==> src/rtl/matmul_controller_pkg.sv <==
// Shared definitions for the matrix-multiply sequencer: datapath width, FSM encoding, default size.
package matmul_controller_pkg;

    localparam int unsigned DATA_W    = 16;
    localparam int unsigned DEFAULT_N = 4;

    typedef enum logic [2:0] {
        ST_IDLE  = 3'd0,
        ST_RUN   = 3'd1,
        ST_DRAIN = 3'd2,
        ST_WRITE = 3'd3,
        ST_DONE  = 3'd4
    } state_e;

    // States in which a job is considered in progress.
    function automatic logic is_active(state_e s);
        return (s == ST_RUN) || (s == ST_DRAIN) || (s == ST_WRITE);
    endfunction

endpackage

==> src/rtl/matmul_index_counter.sv <==
// Nested k (inner) / j / i (outer) index counter for the matrix-multiply sequencer.
module matmul_index_counter
    import matmul_controller_pkg::*;
#(
    parameter int unsigned N     = DEFAULT_N,
    parameter int unsigned IDX_W = $clog2(N)
) (
    input  logic             clk_i,
    input  logic             rst_i,
    input  logic             clear_i,
    input  logic             step_k_i,
    input  logic             step_ij_i,
    output logic [IDX_W-1:0] i_o,
    output logic [IDX_W-1:0] j_o,
    output logic [IDX_W-1:0] k_o,
    output logic             last_k_o,
    output logic             last_ij_o
);

    localparam logic [IDX_W-1:0] LAST = IDX_W'(N - 1);

    logic [IDX_W-1:0] i_q;
    logic [IDX_W-1:0] j_q;
    logic [IDX_W-1:0] k_q;

    always_ff @(posedge clk_i) begin
        if (rst_i || clear_i) begin
            i_q <= '0;
            j_q <= '0;
            k_q <= '0;
        end else begin
            if (step_k_i) begin
                k_q <= (k_q == LAST) ? '0 : k_q + IDX_W'(1);
            end
            // j wraps into i; i itself wraps after the final element
            if (step_ij_i) begin
                if (j_q == LAST) begin
                    j_q <= '0;
                    i_q <= (i_q == LAST) ? '0 : i_q + IDX_W'(1);
                end else begin
                    j_q <= j_q + IDX_W'(1);
                end
            end
        end
    end

    assign i_o       = i_q;
    assign j_o       = j_q;
    assign k_o       = k_q;
    assign last_k_o  = (k_q == LAST);
    assign last_ij_o = (i_q == LAST) && (j_q == LAST);

endmodule

==> src/rtl/matmul_controller.sv <==
// Sequencer for C = A x B on the shared MAC: drives operand reads, MAC strobes and C writes.
// Optional abort support is compiled in when MATMUL_ABORT_EN is defined.
module matmul_controller
    import matmul_controller_pkg::*;
#(
    parameter int unsigned N      = DEFAULT_N,
    parameter int unsigned IDX_W  = $clog2(N),
    parameter int unsigned ADDR_W = $clog2(N * N)
) (
    input  logic              clk,
    input  logic              rst,
    input  logic              start,
    output logic              busy,
    output logic              done,
    output logic              rd_en,
    output logic [ADDR_W-1:0] a_addr,
    output logic [ADDR_W-1:0] b_addr,
    output logic              mac_en,
    output logic              mac_clr,
    output logic              c_we,
    output logic [ADDR_W-1:0] c_addr
`ifdef MATMUL_ABORT_EN
    ,
    input  logic              abort,
    output logic              aborted
`endif
);

    state_e state_q;
    state_e state_d;

    logic rd_en_q;
    logic c_we_q;
    logic busy_q;
    logic done_q;
    logic mac_en_q;
    logic mac_clr_q;

    logic [IDX_W-1:0] i_idx;
    logic [IDX_W-1:0] j_idx;
    logic [IDX_W-1:0] k_idx;
    logic             last_k;
    logic             last_ij;
    logic             clear_c;
    logic             step_k_c;
    logic             step_ij_c;
    logic             abort_hit;

    // Row-major address of (row, col).
    function automatic logic [ADDR_W-1:0] rc_addr(logic [IDX_W-1:0] r, logic [IDX_W-1:0] c);
        return ADDR_W'(r) * ADDR_W'(N) + ADDR_W'(c);
    endfunction

    assign clear_c   = (state_q == ST_IDLE) && start;
    assign step_k_c  = (state_q == ST_RUN);
    assign step_ij_c = (state_q == ST_WRITE);

    matmul_index_counter #(
        .N     (N),
        .IDX_W (IDX_W)
    ) u_idx (
        .clk_i     (clk),
        .rst_i     (rst),
        .clear_i   (clear_c),
        .step_k_i  (step_k_c),
        .step_ij_i (step_ij_c),
        .i_o       (i_idx),
        .j_o       (j_idx),
        .k_o       (k_idx),
        .last_k_o  (last_k),
        .last_ij_o (last_ij)
    );

`ifdef MATMUL_ABORT_EN
    logic aborted_q;

    assign abort_hit = abort && is_active(state_q);

    always_ff @(posedge clk) begin
        if (rst) begin
            aborted_q <= 1'b0;
        end else begin
            aborted_q <= abort_hit;
        end
    end

    assign aborted = aborted_q;
`else
    assign abort_hit = 1'b0;
`endif

    always_comb begin
        state_d = state_q;
        case (state_q)
            ST_IDLE:  if (start) state_d = ST_RUN;
            ST_RUN:   if (last_k) state_d = ST_DRAIN;
            ST_DRAIN: state_d = ST_WRITE;
            ST_WRITE: state_d = last_ij ? ST_DONE : ST_RUN;
            ST_DONE:  state_d = ST_IDLE;
            default:  state_d = ST_IDLE;
        endcase
        if (abort_hit) begin
            state_d = ST_IDLE;
        end
    end

    // Strobes are registered from the state being entered so they line up with the Moore state.
    always_ff @(posedge clk) begin
        if (rst) begin
            state_q   <= ST_IDLE;
            rd_en_q   <= 1'b0;
            c_we_q    <= 1'b0;
            busy_q    <= 1'b0;
            done_q    <= 1'b0;
            mac_en_q  <= 1'b0;
            mac_clr_q <= 1'b0;
        end else begin
            state_q   <= state_d;
            rd_en_q   <= (state_d == ST_RUN);
            c_we_q    <= (state_d == ST_WRITE);
            busy_q    <= is_active(state_d);
            done_q    <= (state_d == ST_DONE);
            mac_en_q  <= rd_en_q && !abort_hit;
            mac_clr_q <= rd_en_q && (k_idx == '0) && !abort_hit;
        end
    end

    always_comb begin
        a_addr = '0;
        b_addr = '0;
        c_addr = '0;
        if (state_q == ST_RUN) begin
            a_addr = rc_addr(i_idx, k_idx);
            b_addr = rc_addr(k_idx, j_idx);
        end
        if (state_q == ST_WRITE) begin
            c_addr = rc_addr(i_idx, j_idx);
        end
    end

    assign rd_en   = rd_en_q;
    assign c_we    = c_we_q;
    assign busy    = busy_q;
    assign done    = done_q;
    assign mac_en  = mac_en_q;
    assign mac_clr = mac_clr_q;

endmodule

==> config.mk <==
export PLATFORM = sky130hd
export DESIGN_NAME = matmul_controller
export DESIGN_NICKNAME = d
export VERILOG_FILES = /design/src/rtl/matmul_controller_pkg.sv /design/src/rtl/matmul_index_counter.sv /design/src/rtl/matmul_controller.sv
export SDC_FILE = /design/constraint.sdc
export NUM_CORES = 1
export LEC_CHECK = 0
export CORE_ASPECT_RATIO = 0.75
export CORE_MARGIN = 4
export CORE_UTILIZATION = 40
export DETAILED_ROUTE_END_ITERATION = 8
export DONT_BUFFER_PORTS = 1
export PLACE_DENSITY = 0.56
export SLEW_MARGIN = 20
export SYNTH_ARGS = -nofsm -noshare
export SYNTH_HDL_FRONTEND = slang
export SYNTH_SLANG_ARGS = --single-unit
==> constraint.sdc <==
create_clock -name clk -period 2.2 [get_ports clk]
set_input_delay 0.66 -clock clk [delete_from_list [all_inputs] [get_ports clk]]
set_output_delay 0.66 -clock clk [all_outputs]
set_load 0.03 [all_outputs]
==> results.txt <==
----------------------------------------------------
[Status]
  Outcome ... completed

[Synthesis]
  Synthesized-area fraction occupied by adder cells ... around 6.6%
  Ys Warns ... 0
  Share of synthesized area occupied by flip-flops and latches ... 39.8%
  Multiplexer share of the synthesized area ... 4.15%
  Synth Area per Inst ... about 9 sq um
  Number of register bits inferred by synthesis ... 15
  Most area-consuming cells after synthesis ... sky130_fd_sc_hd__dfxtp_1, sky130_fd_sc_hd__and2_1, sky130_fd_sc_hd__ha_1, sky130_fd_sc_hd__nand2_1, sky130_fd_sc_hd__buf_4
  Synth Net Count ... 91
  Post-synthesis instance area ... approximately 750 sq um
  Count of distinct cell types in the synthesized netlist ... 25
  Xor and xnor area share after synthesis ... 0%
  Number of instances in the synthesized netlist ... 84
  Dominant combinational cell family by area after synthesis ... simple AND/OR/NAND/NOR gates
  Simple-gate share of the synthesized area ... a little over a third
  Share of Yosys cell area claimed by the top area cell type ... between 30% and 40%
  Yosys top cell by area ... sky130_fd_sc_hd__dfxtp_1
  Compound-gate portion of the synthesized area ... approximately 6.8%

[Global route]
  Total overflow reported by the global router ... 0
  Global-route wire length before repair ... roughly 2200 microns
  Global routing usage summed across all routing layers ... 11.6%
  Antenna violations before repair ... 0
  Via count of the first global-routing pass ... 511
  Pin count of the biggest net entering global routing ... 11

[Clocking]
  Number of levels the H-tree was split into ... 1
  Sink count of the clock tree ... 15
  Worst-case clock buffer depth ... 2
  Clock tree from TritonCTS ... yes
  Root cell of the clock tree ... sky130_fd_sc_hd__clkbuf_4
  Clock Pin Slew Worst Setup and Hold Paths ... 0.09 ns
  Source-to-sink clock delay at the later pin of the worst-skew pair ... between 0.2 and 0.3 ns
  Number of buffers created by CTS ... 3

[Final layout]
  Footprint of the flip-flops and latches ... a little over 300 sq um
  Commonest cells after routing, fill and taps aside ... sky130_fd_sc_hd__dfxtp_1, sky130_fd_sc_hd__and2_1, sky130_fd_sc_hd__nand2_1, sky130_fd_sc_hd__nor2_1
  Fraction of final layout cells sized beyond drive strength 1 ... 18.4%
  Antenna diodes ... 0
  Final Cell Area ... 831 sq um
  FILL cells ... 171
  Synthesis-to-finish area growth ... 10.1%
  # nets final ... 95
  Commonest non-fill, non-tap cell in the layout ... sky130_fd_sc_hd__dfxtp_1
  Area taken by multi-input logic gates ... 397 sq um

[Detailed routing]
  Average detailed-routed wire length per instance ... 12.7 microns
  Total number of vias ... between 500 and 600
  Drt pass-1 iters ... 4
  Post-Route M1 WL ... 703 microns
  Number of remaining DRC errors ... 0
  Routed Antenna Nets ... 0
  Uppermost signal routing layer after detailed routing ... met4
  Vias per inst ... approximately 5.1
  Met3 wirelength from detailed routing ... 98 microns
  Starting DRT DRC Count ... 5
  Post-Route WL ... 1390 microns
  Total met2 wirelength after detailed routing ... approximately 570 microns

[Timing]
  Least-Margin Pin Slew ... 0.325 ns
  Count of final max-slew check failures ... 0
  Highest clock rate ... between 0.4 and 0.5 GHz
  Final-report setup violation count ... 0
  Fin crit share ... a little over nine tenths
  Final min period ... 2.10 ns
  Setup tns final ... 0 ns
  Unrepaired setup endpoints after global routing ... no
  Skew final ... roughly 0.0038 ns
  Relative slew margins ... 78.1%
  Final hold viol count ... 0

[Floorplan]
  Die outline width ... 58.2 microns
  Die area ... between 2000 and 3000 sq um
  Std-Cell Core Area ... 1760 sq um
  Die H ... approximately 46 microns
  Starting density of the core ... 42.9%
  Number of placed I/O pins ... 21
  Row count ... 13

[Placed design]
  GP Congestion ... 0.706
  Detailed placement HPWL ... 1010 microns
  Number of buffer cells added on primary ports ... 0
  Standard cell area after detailed placement ... between 700 and 800 sq um

[Setup path]
  Setup crit end kind ... output pin
  Worst stage delay on the critical path ... ~0.4 ns
  Required time of the worst setup path ... 1.54 ns
  Worst path cell trace ... nor3b_4, buf_4, and2_1, buf_12
  Element type at the critical path start ... register
  Crit path DAT ... 1.44 ns
  Startpoint-to-endpoint class of the critical path ... reg -> out
  Worst path slowest cell ... sky130_fd_sc_hd__dfxtp_1
  Highest fanout seen on the critical path ... 8
  Worst Reg2Reg Path Length in Cells ... 4

[Hold path]
  Type of the most critical hold path ... in -> reg
  Hold Path Depth ... 1

[Pwr]
  VDD IR-drop max ... 0.411 mV
  Power density over the cells ... 608 nW/um^2
  Leakage power figure ... 0.000343 uW
  Total power of the final layout ... roughly 510 uW

[Flow run]
  Count of maximum capacitance violations ... 0

----------------------------------------------------
sequential cells by signal, summed over array words and instances (netlist names):
name / flops
busy: 1
u_idx.i_o: 2
c_we: 1
mac_clr: 1
u_idx.j_o: 2
state_q: 3
done: 1
mac_en: 1
u_idx.k_o: 2
rd_en: 1
final timing paths:
path	slack, ns	from	end
max	0.10	state_q[2]	b_addr[3]
min	0.43	rst	state_q[1]
max reg2reg	0.87	u_idx.j_o[0]	u_idx.i_o[0]
min reg2reg	0.49	u_idx.j_o[1]	u_idx.j_o[1]
cell usage after synthesis (all sizes together):
cell type	number
dfxtp	15
and2	11
nand2	9
nor2	7
a21oi	6
buf	6
nor3	5
ha	4
nor2b	3
inv	2
mux2i	2
nand3	2
o21ai	2
or3	2
a21o	1
and3b	1
clkbuf	1
mux2	1
nand3b	1
nand4b	1
nor3b	1
nor4	1
worst max-delay path: cells and delay by family (launching register included):
family	cells	cell delay, ns
simple gates	2	0.43
buf+inv	2	0.31
flops	1	0.41
layout make-up:
class / instances / area share, %
Tap cell: 22 / 3.31
Clock buffer: 4 / 3.16
Inverter: 2 / 0.904
Timing Repair Buffer: 6 / 8.43
Multi-Input combinational cell: 60 / 47.7
Sequential cell: 15 / 36.4
through the flow:
stage / setup slack (ns) / hold WS [ns] / std cells / util, %
6_report: 0.101 / 0.430 / 109 / 47.3
5_1_grt: 0.0273 / 0.417 / 109 / 47.3
4_1_cts: 0.0512 / 0.427 / 109 / 47.2
3_5_place_dp: 0.247 / 0.482 / 102 / 44.4
3_3_place_gp: 0.296 / 0.475 / 102 / 44.4
2_1_floorplan: 0.217 / 0.457 / 84 / -
routing by layer:
metal  vias to the layer above  global-route usage, %
li1                        284                      -
met1                       251                   14.4
met2                        16                   17.8
met3                         2                   5.38
met4                         0                   4.17
met5                         -                      0
where the power goes:
group          switching (uW)  internal (uW)  leakage (uW)  total (uW)
Clock                    90.1           70.4     0.0000150         161
Combinational            23.0           23.9      0.000205        46.9
Sequential               17.5            280      0.000123         298
Total                     131            375      0.000343         505
repair_timing:
item,4_1_cts,5_1_grt
setup buffers,3,0
hold buffers,0,0
setup endpoints to repair,12,2
resized for setup,1,1
pin swaps,1,0
gates cloned,0,0
logic make-up after synthesis:
kind of cell               after synthesis
DFF                                     15
AOI/OAI and AO/OA                        9
muxes                                    3
and+or+nand+nor                         44
adders and majority gates                4
buffers and inverters                    9
Power figures use the tool's default switching activity.
